File: config.mk
export PLATFORM = sky130hd
export DESIGN_NAME = hilo_muldiv_unit_flat
export DESIGN_NICKNAME = d
export VERILOG_FILES = /design/src/rtl/hilo_muldiv_unit_if.sv /design/src/rtl/hilo_muldiv_unit.sv /design/src/flat_wrapper.sv
export SDC_FILE = /design/constraint.sdc
export NUM_CORES = 1
export LEC_CHECK = 0
export ABC_AREA = 1
export CAP_MARGIN = 20
export CORE_UTILIZATION = 65
export CTS_BUF_LIST = sky130_fd_sc_hd__clkbuf_16
export DETAILED_ROUTE_END_ITERATION = 6
export PLACE_DENSITY = 0.95
export SLEW_MARGIN = 20
export SYNTH_ARGS = -nofsm -noshare
export SYNTH_HDL_FRONTEND = slang
export SYNTH_SLANG_ARGS = --single-unit
File: constraint.sdc
create_clock -name clk_in -period 12.77 [get_ports clk_in]
set_clock_uncertainty 0.2 [all_clocks]
set_input_delay 2.554 -clock clk_in [delete_from_list [all_inputs] [get_ports clk_in]]
set_output_delay 2.554 -clock clk_in [all_outputs]
set_load 0.03 [all_outputs]
File: src/rtl/hilo_muldiv_unit_if.sv
// hilo_muldiv_unit_if: EX-stage issue/result bundle for the HI/LO multiply-divide unit.
interface hilo_muldiv_unit_if;
    logic        valid_in;
    logic [3:0]  op_in;
    logic [31:0] data1_in;
    logic [31:0] data2_in;
    logic [31:0] data_out;
    logic        busy_out;
    logic        stall_out;
    logic        done_out;
    modport master (output valid_in, op_in, data1_in, data2_in,
                    input  data_out, busy_out, stall_out, done_out);
    modport slave  (input  valid_in, op_in, data1_in, data2_in,
                    output data_out, busy_out, stall_out, done_out);
endinterface

File: src/rtl/hilo_muldiv_unit.sv
// hilo_muldiv_unit: 32-cycle unsigned shift-add multiply / restoring divide owning HI/LO.
module hilo_muldiv_unit #(
    parameter int ITER = 32
) (
    input logic clk_in,
    input logic rst_in,
    hilo_muldiv_unit_if.slave bus
);
    localparam logic [3:0] OP_MFHI = 4'd3, OP_MFLO = 4'd4, OP_MULT = 4'd5,
                           OP_DIV = 4'd8, OP_MTHI = 4'd9, OP_MTLO = 4'd10;
    typedef enum logic [1:0] {IDLE, MUL, DIV} state_t;
    state_t      state, state_d;
    logic [4:0]  cnt, cnt_d;
    logic [63:0] acc, acc_d, step;
    logic [31:0] opnd, opnd_d, hi, hi_d, lo, lo_d;
    logic        done, done_d, recog, busy, accept;
    logic [32:0] mul_sum, div_diff;
    assign recog  = bus.op_in inside {OP_MFHI, OP_MFLO, OP_MULT, OP_DIV, OP_MTHI, OP_MTLO};
    assign busy   = state != IDLE;
    assign accept = bus.valid_in & recog & ~busy;
    assign bus.busy_out  = busy;
    assign bus.stall_out = bus.valid_in & busy & recog;
    assign bus.done_out  = done;
    assign bus.data_out  = (bus.valid_in && bus.op_in == OP_MFHI) ? hi :
                           (bus.valid_in && bus.op_in == OP_MFLO) ? lo : 32'd0;
    // acc holds {partial product, remaining multiplier} or {partial remainder, dividend/quotient}
    always_comb begin
        state_d  = state;
        cnt_d    = cnt;
        acc_d    = acc;
        opnd_d   = opnd;
        hi_d     = hi;
        lo_d     = lo;
        done_d   = 1'b0;
        mul_sum  = {1'b0, acc[63:32]} + (acc[0] ? {1'b0, opnd} : 33'd0);
        div_diff = acc[63:31] - {1'b0, opnd};
        step     = (state == MUL) ? {mul_sum, acc[31:1]} :
                   div_diff[32]   ? {acc[62:0], 1'b0} : {div_diff[31:0], acc[30:0], 1'b1};
        if (state == IDLE) begin
            if (accept && bus.op_in == OP_MULT) begin
                state_d = MUL;
                acc_d   = {32'd0, bus.data2_in};
                opnd_d  = bus.data1_in;
            end else if (accept && bus.op_in == OP_DIV) begin
                state_d = DIV;
                acc_d   = {32'd0, bus.data1_in};
                opnd_d  = bus.data2_in;
            end
            hi_d = (accept && bus.op_in == OP_MTHI) ? bus.data1_in : hi;
            lo_d = (accept && bus.op_in == OP_MTLO) ? bus.data1_in : lo;
        end else begin
            acc_d = step;
            cnt_d = cnt + 5'd1;
            if (cnt == 5'(ITER - 1)) begin
                state_d = IDLE;
                cnt_d   = 5'd0;
                hi_d    = step[63:32];
                lo_d    = step[31:0];
                done_d  = 1'b1;
            end
        end
    end
    always_ff @(posedge clk_in or posedge rst_in) begin
        if (rst_in) begin
            state <= IDLE;
            cnt   <= 5'd0;
            acc   <= 64'd0;
            opnd  <= 32'd0;
            hi    <= 32'd0;
            lo    <= 32'd0;
            done  <= 1'b0;
        end else begin
            state <= state_d;
            cnt   <= cnt_d;
            acc   <= acc_d;
            opnd  <= opnd_d;
            hi    <= hi_d;
            lo    <= lo_d;
            done  <= done_d;
        end
    end
endmodule
File: src/flat_wrapper.sv
// flat-port wrapper written by rule: the top's interface ports become plain ports
module hilo_muldiv_unit_flat 
#(
    parameter int ITER = 32
)
  (clk_in, rst_in, bus_valid_in, bus_op_in, bus_data1_in, bus_data2_in, bus_data_out, bus_busy_out, bus_stall_out, bus_done_out);
  hilo_muldiv_unit_if bus_i ();
  input logic clk_in;
  input logic rst_in;
  input wire logic [$bits(bus_i.valid_in)-1:0] bus_valid_in;
  input wire logic [$bits(bus_i.op_in)-1:0] bus_op_in;
  input wire logic [$bits(bus_i.data1_in)-1:0] bus_data1_in;
  input wire logic [$bits(bus_i.data2_in)-1:0] bus_data2_in;
  output wire logic [$bits(bus_i.data_out)-1:0] bus_data_out;
  output wire logic [$bits(bus_i.busy_out)-1:0] bus_busy_out;
  output wire logic [$bits(bus_i.stall_out)-1:0] bus_stall_out;
  output wire logic [$bits(bus_i.done_out)-1:0] bus_done_out;
  assign bus_i.valid_in = bus_valid_in;
  assign bus_i.op_in = bus_op_in;
  assign bus_i.data1_in = bus_data1_in;
  assign bus_i.data2_in = bus_data2_in;
  assign bus_data_out = bus_i.data_out;
  assign bus_busy_out = bus_i.busy_out;
  assign bus_stall_out = bus_i.stall_out;
  assign bus_done_out = bus_i.done_out;
  hilo_muldiv_unit #(.ITER(ITER)) u_core (.clk_in(clk_in), .rst_in(rst_in), .bus(bus_i));
endmodule
==> run_results.csv, run 1 <==
group,metric,value,unit
status,outcome,"complete, no violations",
sta,fin_tns_setup,0,ns
synthesis,syn_inst,2119,
drt,viasPerCell,6.08,
finish,syn_to_final_growth,12.5,%
synthesis,yosysSeqAreaShare,31.0,%
synthesis,yosys.area_share.simple,26.0,%
global_routing,grt_overflow,0,
global_routing,grt_pass1_wl,75300,um
drt,routed-wl-met3,4310,um
synthesis,synth_warnings,0,
setup_path,critical_path_arrival,4.61,ns
cts,clkTransAtPathRegs,0.08,ns
cts,root_buffer,"clkbuf_16",
synthesis,synthXorXnorAreaFrac,1.36,%
synthesis,synth_cell_types,45,
placement,io_buffers,105,
synthesis,synth_area,0.0136,sq mm
synthesis,synth_ff_type,"dfrtp_1",
sta,finalCriticalPeriod,7.36,ns
drt,vias,15000,
drt,ant_nets,0,
synthesis,synth_compound_area_share,20.4,%
finish,drive_gt1_share,3.65,%
synthesis,muxShareOfSynthArea,0,%
sta,tightest_slew,1.16,ns
sta,rsz0062_at_grt,"no",
sta,slew_headroom,22.8,%
sta,fin_ws,5.41,ns
power,pwr_density_cell,268,mW/mm^2
floorplanning,die_x,146,um
placement,dp_cells,2428,
synthesis,synth_top_family_by_area,"simple AND/OR/NAND/NOR gates",
floorplanning,initial_core_util,66.6,%
sta,finalCritPeriodShare,57.7,%
setup_path,critPathLaunchType,"primary input",
sta,finalHoldViolations,0,
hold_path,worst_hold_path_type,"flop to flop",
global_routing,grt_pass1_vias,14400,
drt,drc,0,
floorplanning,ios,106,
cts,hold_buffers,0,
job,drv_cap,0,
placement,pre_cts_ws,5.44,ns
setup_path,path_class,"primary input to output port",
cts,cts-buffers-inserted,17,
drt,wl,48300,um
floorplanning,dieArea,0.0214,sq mm
synthesis,synth-edff-count,0,
setup_path,critical_path.max_fanout,32,
setup_path,required,10.02,ns
synthesis,syn_nets,2258,
sta,fmax,136,MHz
setup_path,endpoint_kind,"output port",
global_routing,grtUsageTotal,45.4,%
cts,clkLatencyLatePin,0.45,ns
synthesis,synth-async-reset-ratio,100,%
finish,nNetsFinal,2316,
cts,ctsLongestPathBuffers,2,
drt,highest_layer,"met4",
cts,cts_sinks,168,
power,p_leak,8.18,nW
power,peakVddDrop,457,uV
drt,drtPass1Iterations,6,
finish,post-route-util,74.9,%
sta,setup-violations-final,0,
sta,slew_viol_final,0,
placement,dp_hpwl,35400,um
drt,first_iter_violations,1692,
cts,h-tree-depth,4,
finish,diodes,0,
floorplanning,die_y,146,um
drt,wl_per_cell,19.6,um
cts,cts-resized-gates,0,
drt,wl_met2,22600,um
drt,wl_met1,17800,um
finish,layout.cells.non_filler,2460,
global_routing,grt_start_max_net_pins,111,
cts,post_cts_buffers,0,
synthesis,synth_fa_ha_area_share,6.38,%
cts,cts_tree,"yes",
sta,hold_slack,0.285,ns
floorplanning,rows,52,
synthesis,synth.avg_cell_area,6.40,sq um
floorplanning,core_area,0.0204,sq mm
placement,gp_congestion,1.08,
global_routing,antenna_found_initial,1,
synthesis,synth_seq_cells,168,
==> synth_stat cells (9+ instances only) <==
cell / number / share of area [%]
a21oi_1: 122 / 4.5
buf_2: 18 / 0.66
buf_6: 11 / 0.91
clkbuf_1: 39 / 1.1
dfrtp_1: 168 / 31
ha_1: 66 / 6.1
inv_1: 428 / 12
nand2_1: 522 / 14
nand2_2: 10 / 0.46
nand3_1: 113 / 4.2
nand4_1: 25 / 1.2
nor2_1: 138 / 3.8
nor3_1: 9 / 0.33
o211ai_1: 19 / 1.1
o21ai_0: 221 / 8.2
o21ai_1: 57 / 2.1
o22ai_1: 61 / 2.8
xnor2_1: 10 / 0.65
xor2_1: 11 / 0.71
==> layout make-up <==
class / instances / area (sq um)
sequential: 168 / 4200
tap: 270 / 338
clock buffer: 17 / 425
fill: 1584 / 5100
multi-input combinational: 1442 / 7340
inverter: 433 / 1630
timing repair buffer: 115 / 1130
clock inverter: 15 / 195
==> per-layer routing <==
metal  vias up  track usage [%]
li1       6891                -
met1      6862             53.5
met2       973             75.2
met3       242             8.22
met4         0             32.0
met5         -                0
==> report_power, final <==
group / total (mW) / switching (mW) / internal (mW)
registers: 0.899 / 0.152 / 0.747
clock network: 0.549 / 0.281 / 0.268
logic: 2.65 / 1.84 / 0.812
total: 4.10 / 2.27 / 1.83
==> registers in the layout, summed over array words and instances, names as in the netlist <==
signal	count
u_core.acc	64
u_core.cnt	5
u_core.opnd	32
u_core.bus.done_out	1
u_core.lo	32
u_core.state	2
u_core.hi	32
==> per-stage QoR <==
step / total power, mW / cell area [sq um]
floorplan: 2.72 / 13600
global placement: 3.36 / 14600
detailed placement: 3.43 / 14600
CTS: 3.99 / 15300
global route: 4.38 / 15300
finish: 4.10 / 15300
==> cell families after synthesis <==
family | Yosys count
xor gates and xnor gates | 21
and+or+nand+nor | 843
DFF | 168
buffers and inverters | 509
adders and majority gates | 68
AOI/OAI and AO/OA | 510
==> placed cells by master, fill, tap and decap left out, types with 3 or more instances in the layout <==
| cell type | Yosys | final |
|---|---|---|
| xnor2_1 | 10 | 10 |
| nand2_4 | 5 | 6 |
| inv_2 | 4 | 4 |
| nor2_1 | 138 | 137 |
| buf_4 | 2 | 10 |
| xor2_1 | 11 | 11 |
| clkinv_8 | 0 | 7 |
| a21o_1 | 5 | 5 |
| a31oi_1 | 4 | 4 |
| o21bai_1 | 8 | 8 |
| nand3_1 | 113 | 113 |
| o22ai_1 | 61 | 61 |
| a21oi_1 | 122 | 122 |
| nor4_1 | 3 | 3 |
| nand3b_1 | 5 | 5 |
| inv_6 | 0 | 4 |
| nand4_1 | 25 | 25 |
| inv_1 | 428 | 427 |
| nor3_1 | 9 | 9 |
| dfrtp_1 | 168 | 168 |
| clkbuf_16 | 0 | 17 |
| o211ai_1 | 19 | 19 |
| o21ai_1 | 57 | 57 |
| nand2_1 | 522 | 521 |
| clkdlybuf4s50_1 | 0 | 105 |
| o21ai_0 | 221 | 221 |
| nor2_2 | 4 | 5 |
| ha_1 | 66 | 66 |
| a21boi_0 | 3 | 3 |
| nand2_2 | 10 | 10 |
==> final timing paths <==
kind | startpoint | to | slack [ns] | depth (start not counted)
setup / recovery | bus_op_in[0] | bus_data_out[19] | 5.41 | 6
hold / removal | u_core.cnt[3]$_DFFE_PP0N_ | u_core.cnt[3]$_DFFE_PP0N_ | 0.28 | 1
setup reg to reg | u_core.state[1]$_DFFE_PP0P_ | u_core.acc[1]$_DFFE_PP0P_ | 7.46 | 11
hold reg to reg | u_core.cnt[3]$_DFFE_PP0N_ | u_core.cnt[3]$_DFFE_PP0N_ | 0.28 | 1
max in group asynchronous | rst_in | u_core.acc[60]$_DFFE_PP0P_ | 8.41 | 3
min in group asynchronous | rst_in | u_core.lo[4]$_DFFE_PP0P_ | 2.46 | 2
==> critical path, cell delays in order <==
cell	delay (ns)
clkdlybuf4s50_1	0.53
nor2_1	0.20
nand3_1	0.10
buf_4	0.26
o22ai_1	0.24
clkdlybuf4s50_1	0.70
Note: power is estimated with default switching activity, not from simulation.
==> run 2: changes to the inputs <==
- CORE_UTILIZATION: 65 -> 60
- PLACE_DENSITY: 0.95 -> 0.92
- clock period: 12.77 -> 7 ns (I/O delays scaled with it)
==> run_results.csv, run 2 (synthesized netlist as in run 1, its figures left out) <==
group,metric,value,unit
cts,hold_buffers,0,
cts,cts_tree,"yes",
finish,n_fill_cell,1923,
setup_path,required,5.40,ns
hold_path,holdCritStartpoint,"u_core.cnt[3]$_DFFE_PP0N_",
setup_path,path_class,"primary input to output port",
drt,wl,47900,um
power,p_total,7.42,mW
global_routing,grt_start_max_net_pins,92,
floorplanning,ios,106,
sta,fin_ws,1.51,ns
cts,cts_sinks,168,
sta,fin_tns_setup,0,ns
sta,finalCriticalPeriod,5.49,ns
finish,multi_input_area,0.00734,sq mm
floorplanning,dieArea,0.0232,sq mm
finish,largest_reg_flops,64,
global_routing,grtUsageTotal,41.7,%
power,peakVddDrop,261,uV
sta,finalCritPeriodShare,78.4,%
floorplanning,die_y,152,um
status,outcome,"finished, violations left",
cts,clkLatencyLatePin,0.44,ns
cts,clkTransAtPathRegs,0.08,ns
hold_path,whs_endpoint,"u_core.cnt[3]$_DFFE_PP0N_",
floorplanning,rows,54,
drt,drc,12,
global_routing,antenna_found_initial,0,
finish,regArea,0.00420,sq mm
floorplanning,die_x,152,um
cts,root_buffer,"clkbuf_16",
status,violations,"DRC",
finish,stdcell_area,0.0153,sq mm
drt,ant_nets,0,
cts,post_cts_buffers,0,
sta,rsz0062_at_grt,"no",
setup_path,reg2reg_to,"u_core.acc[13]$_DFFE_PP0P_",
job,drv_cap,0,
placement,gp_congestion,0.992,
placement,pre_cts_ws,1.61,ns
drt,drtPass1Iterations,7,
finish,layout.cells.non_filler,2472,
drt,vias,14700,
drt,wl_per_cell,19.4,um
finish,diodes,0,
cts,cts-buffers-inserted,17,
finish,top_register,"u_core.acc",
setup_path,worst-r2r-cell-count,9,
finish,final_common_cell,"nand2_1",
hold_path,min_path_cells,1,
sta,finalHoldViolations,0,
sta,slew_viol_final,0,
power,p_leak,8.18,nW
sta,fmax,182,MHz
floorplanning,core_area,0.0220,sq mm
placement,dp_hpwl,36500,um
global_routing,grt_overflow,0,
power,pwr_density_cell,486,mW/mm^2
finish,mostFrequentLayoutCells,"nand2_1 (521), inv_1 (428), o21ai_0 (221)",
sta,slew_headroom,25.0,%
floorplanning,initial_core_util,61.6,%
placement,io_buffers,105,
setup_path,critical_path.max_fanout,22,
hold_path,worst_hold_path_type,"flop to flop",
placement,placed_cell_area,0.0147,sq mm
sta,tightest_slew,1.12,ns
cts,cts-resized-gates,0,
setup_path,critical_path_arrival,3.89,ns
setup_path,ff2ff_setup_slack,2.69,ns
cts,h-tree-depth,4,
setup_path,reg2reg_from,"u_core.state[1]$_DFFE_PP0P_",
finish,syn_to_final_growth,12.5,%
finish,nNetsFinal,2318,
global_routing,grt_pass1_wl,75000,um
drt,viasPerCell,5.94,
placement,dp_cells,2440,
finish,post-route-util,69.3,%
sta,setup-violations-final,0,
cts,ctsLongestPathBuffers,2,
finish,drive_gt1_share,3.70,%
setup_path,critPathLaunchType,"primary input",
sta,hold_slack,0.266,ns
drt,first_iter_violations,1533,
setup_path,endpoint_kind,"output port",
global_routing,grt_pass1_vias,14100,
[run 2: cell count changes in the layout (fill, tap and decap cells not counted), sizes merged]
| cell | delta |
|---|---|
| buf | +2 |
[run 2: where the power goes]
part           total [mW]  switching (mW)  internal (mW)  leakage, nW
clock               0.961           0.484          0.477        0.286
sequential           1.63           0.264           1.36         2.01
combinational        4.83            3.35           1.48         5.88
total                7.42            4.09           3.32         8.18
[run 2: cell type report]
| type | count | area share [%] |
|---|---|---|
| Timing Repair Buffer | 117 | 7.48 |
| Multi-Input combinational cell | 1442 | 48.1 |
| Clock inverter | 15 | 1.05 |
| Inverter | 433 | 10.7 |
| Sequential cell | 168 | 27.6 |
| Tap cell | 280 | 2.30 |
| Clock buffer | 17 | 2.79 |
[run 2: metal layers]
metal | routed length [um] | global-route usage, % | vias up
met5 | 0 | 0 | -
met4 | 3680 | 30.8 | 0
met3 | 3740 | 6.40 | 225
met2 | 22600 | 69.9 | 835
met1 | 17900 | 48.7 | 6736
li1 | - | - | 6894
[run 2: worst max path at each step]
stage / startpoint / endpoint / slack (ns)
6_report: bus_op_in[0] / bus_data_out[29] / 1.51
3_5_place_dp: bus_op_in[0] / bus_data_out[29] / 1.61
3_3_place_gp: bus_op_in[2] / bus_data_out[30] / 1.70
2_1_floorplan: rst_in / u_core.acc[0]$_DFFE_PP0P_ / 0.85
4_1_cts: bus_op_in[0] / bus_data_out[29] / 1.60
5_1_grt: bus_op_in[0] / bus_data_out[29] / 1.41
[run 2: critical path: stages]
cell	delay [ns]
clkdlybuf4s50_1	0.51
nor2_1	0.23
nand3_1	0.42
buf_4	0.39
o22ai_1	0.20
clkdlybuf4s50_1	0.71
==> run 3: changes to the inputs <==
- CORE_UTILIZATION: 60 -> 54
- PLACE_DENSITY: 0.92 -> 0.88
- clock period: 7 -> 4.6 ns (I/O delays scaled with it)
==> run_results.csv, run 3 (synthesized netlist as in run 1, its figures left out) <==
group,metric,value,unit
status,outcome,"finished, violations left",
status,violations,"DRC",
placement,pre_cts_ws,0.689,ns
sta,tightest_slew,1.02,ns
finish,syn_to_final_growth,13.1,%
finish,multi_input_area,0.00734,sq mm
sta,fin_ws,0.661,ns
setup_path,critical_path_arrival,2.82,ns
cts,h-tree-depth,4,
setup_path,critPathLaunchType,"primary input",
finish,top_register,"u_core.acc",
sta,fin_tns_setup,0,ns
sta,finalCriticalPeriod,3.94,ns
sta,rsz0062_at_grt,"no",
cts,cts-buffers-inserted,17,
finish,final_common_cell,"nand2_1",
power,power_frac_comb,65.0,%
cts,post_cts_buffers,0,
sta,slew_viol_final,0,
job,drv_cap,0,
drt,wl_per_cell,18.8,um
cts,cts-resized-gates,0,
floorplanning,dieArea,0.0258,sq mm
power,pwr_density_cell,732,mW/mm^2
finish,diodes,0,
finish,n_fill_cell,2258,
drt,drtPass1Iterations,7,
setup_path,critical_path.max_fanout,3,
global_routing,grtUsageTotal,36.7,%
floorplanning,die_y,160,um
power,seqPwrFrac,22.1,%
cts,clkLatencyLatePin,0.44,ns
global_routing,grt_pass1_vias,13900,
floorplanning,core_area,0.0245,sq mm
sta,finalCritPeriodShare,85.6,%
floorplanning,rows,57,
global_routing,grt_overflow,0,
global_routing,grt_start_max_net_pins,83,
floorplanning,ios,106,
placement,io_buffers,105,
power,power.share.clock,12.9,%
placement,gp_congestion,1.01,
finish,regArea,0.00420,sq mm
sta,finalHoldViolations,0,
power,peakVddDrop,460,uV
cts,cts_sinks,168,
cts,ctsLongestPathBuffers,2,
cts,root_buffer,"clkbuf_16",
power,p_leak,8.29,nW
finish,nNetsFinal,2329,
finish,mostFrequentLayoutCells,"nand2_1 (521), inv_1 (427), o21ai_0 (221)",
power,p_int,5.07,mW
drt,vias,14600,
drt,viasPerCell,5.78,
sta,slew_headroom,31.8,%
floorplanning,die_x,160,um
finish,largest_reg_flops,64,
cts,cts_tree,"yes",
global_routing,antenna_found_initial,0,
finish,drive_gt1_share,5.63,%
power,p_sw_share,54.9,%
drt,wl,47600,um
floorplanning,initial_core_util,55.4,%
setup_path,path_class,"primary input to output port",
global_routing,grt_pass1_wl,73400,um
placement,dp_hpwl,36300,um
hold_path,worst_hold_path_type,"flop to flop",
setup_path,endpoint_kind,"output port",
drt,drc,13,
drt,first_iter_violations,1666,
setup_path,required,3.48,ns
power,switching_power,6.17,mW
sta,fmax,254,MHz
drt,ant_nets,0,
cts,hold_buffers,0,
cts,clkTransAtPathRegs,0.08,ns
sta,setup-violations-final,0,
-- run 3: cell count changes in the layout (fill, tap and decap cells not counted), sizes merged --
cell / previous run / this run
clkinv: 9 / 10
clkinvlp: 1 / 2
clkdlybuf4s50: 105 / 73
inv: 438 / 436
buf: 12 / 55
-- run 3: worst paths after layout --
path / startpoint / endpoint / cells after the start / slack [ns]
worst max-delay path: bus_op_in[2] / bus_stall_out / 8 / 0.66
worst min-delay path: u_core.cnt[3]$_DFFE_PP0N_ / u_core.cnt[3]$_DFFE_PP0N_ / 1 / 0.26
worst max register to register: u_core.acc[31]$_DFFE_PP0P_ / u_core.hi[6]$_DFFE_PP0P_ / 17 / 1.02
worst min register to register: u_core.cnt[3]$_DFFE_PP0N_ / u_core.cnt[3]$_DFFE_PP0N_ / 1 / 0.26
max in group asynchronous: rst_in / u_core.lo[29]$_DFFE_PP0P_ / 3 / 2.65
min in group asynchronous: rst_in / u_core.lo[5]$_DFFE_PP0P_ / 2 / 0.70
-- run 3: routing by layer --
metal  up-vias  track usage (%)  wire length, um  part of all wire [%]
li1       6918                -                -                     -
met1      6672             44.3            18500                    39
met2       843             61.9            22500                    47
met3       171             4.34             3320                   7.0
met4         0             24.2             3200                   6.7
met5         -                0                0                     0
-- run 3: power by group through the flow --
stage          Clock, mW  Combinational (mW)  Sequential, mW
6_report            1.45                7.30            2.48
5_1_grt             1.50                8.06            2.51
4_1_cts             1.45                7.15            2.46
3_5_place_dp           0                7.09            2.48
3_3_place_gp           0                6.96            2.46
2_1_floorplan          0                5.24            2.32
-- run 3: area by class of cell --
type	instances	share of cell area [%]
Multi-Input combinational cell	1442	47.9
Sequential cell	168	27.4
Inverter	433	10.6
Timing Repair Buffer	128	7.62
Clock buffer	17	2.77
Tap cell	324	2.64
Clock inverter	15	1.04
-- run 3: critical path: stages --
cell and delay, ns:
clkdlybuf4s50_1 0.49, inv_1 0.07, nor2_1 0.19, nand3_1 0.15, nand2_1 0.13, o21ai_2 0.11
nor2_1 0.09, clkdlybuf4s50_1 0.67
-- run 3: through the flow --
| step | area [sq um] | std cells | power, mW | util, % | hold WS, ns |
|---|---|---|---|---|---|
| 2_1_floorplan | 13600 | 2119 | 7.56 | - | 0.233 |
| 3_3_place_gp | 14800 | 2495 | 9.42 | 60.3 | 0.247 |
| 3_5_place_dp | 14800 | 2495 | 9.58 | 60.3 | 0.255 |
| 4_1_cts | 15300 | 2527 | 11.1 | 62.7 | 0.267 |
| 5_1_grt | 15300 | 2527 | 12.1 | 62.7 | 0.286 |
| 6_report | 15300 | 2527 | 11.2 | 62.7 | 0.264 |
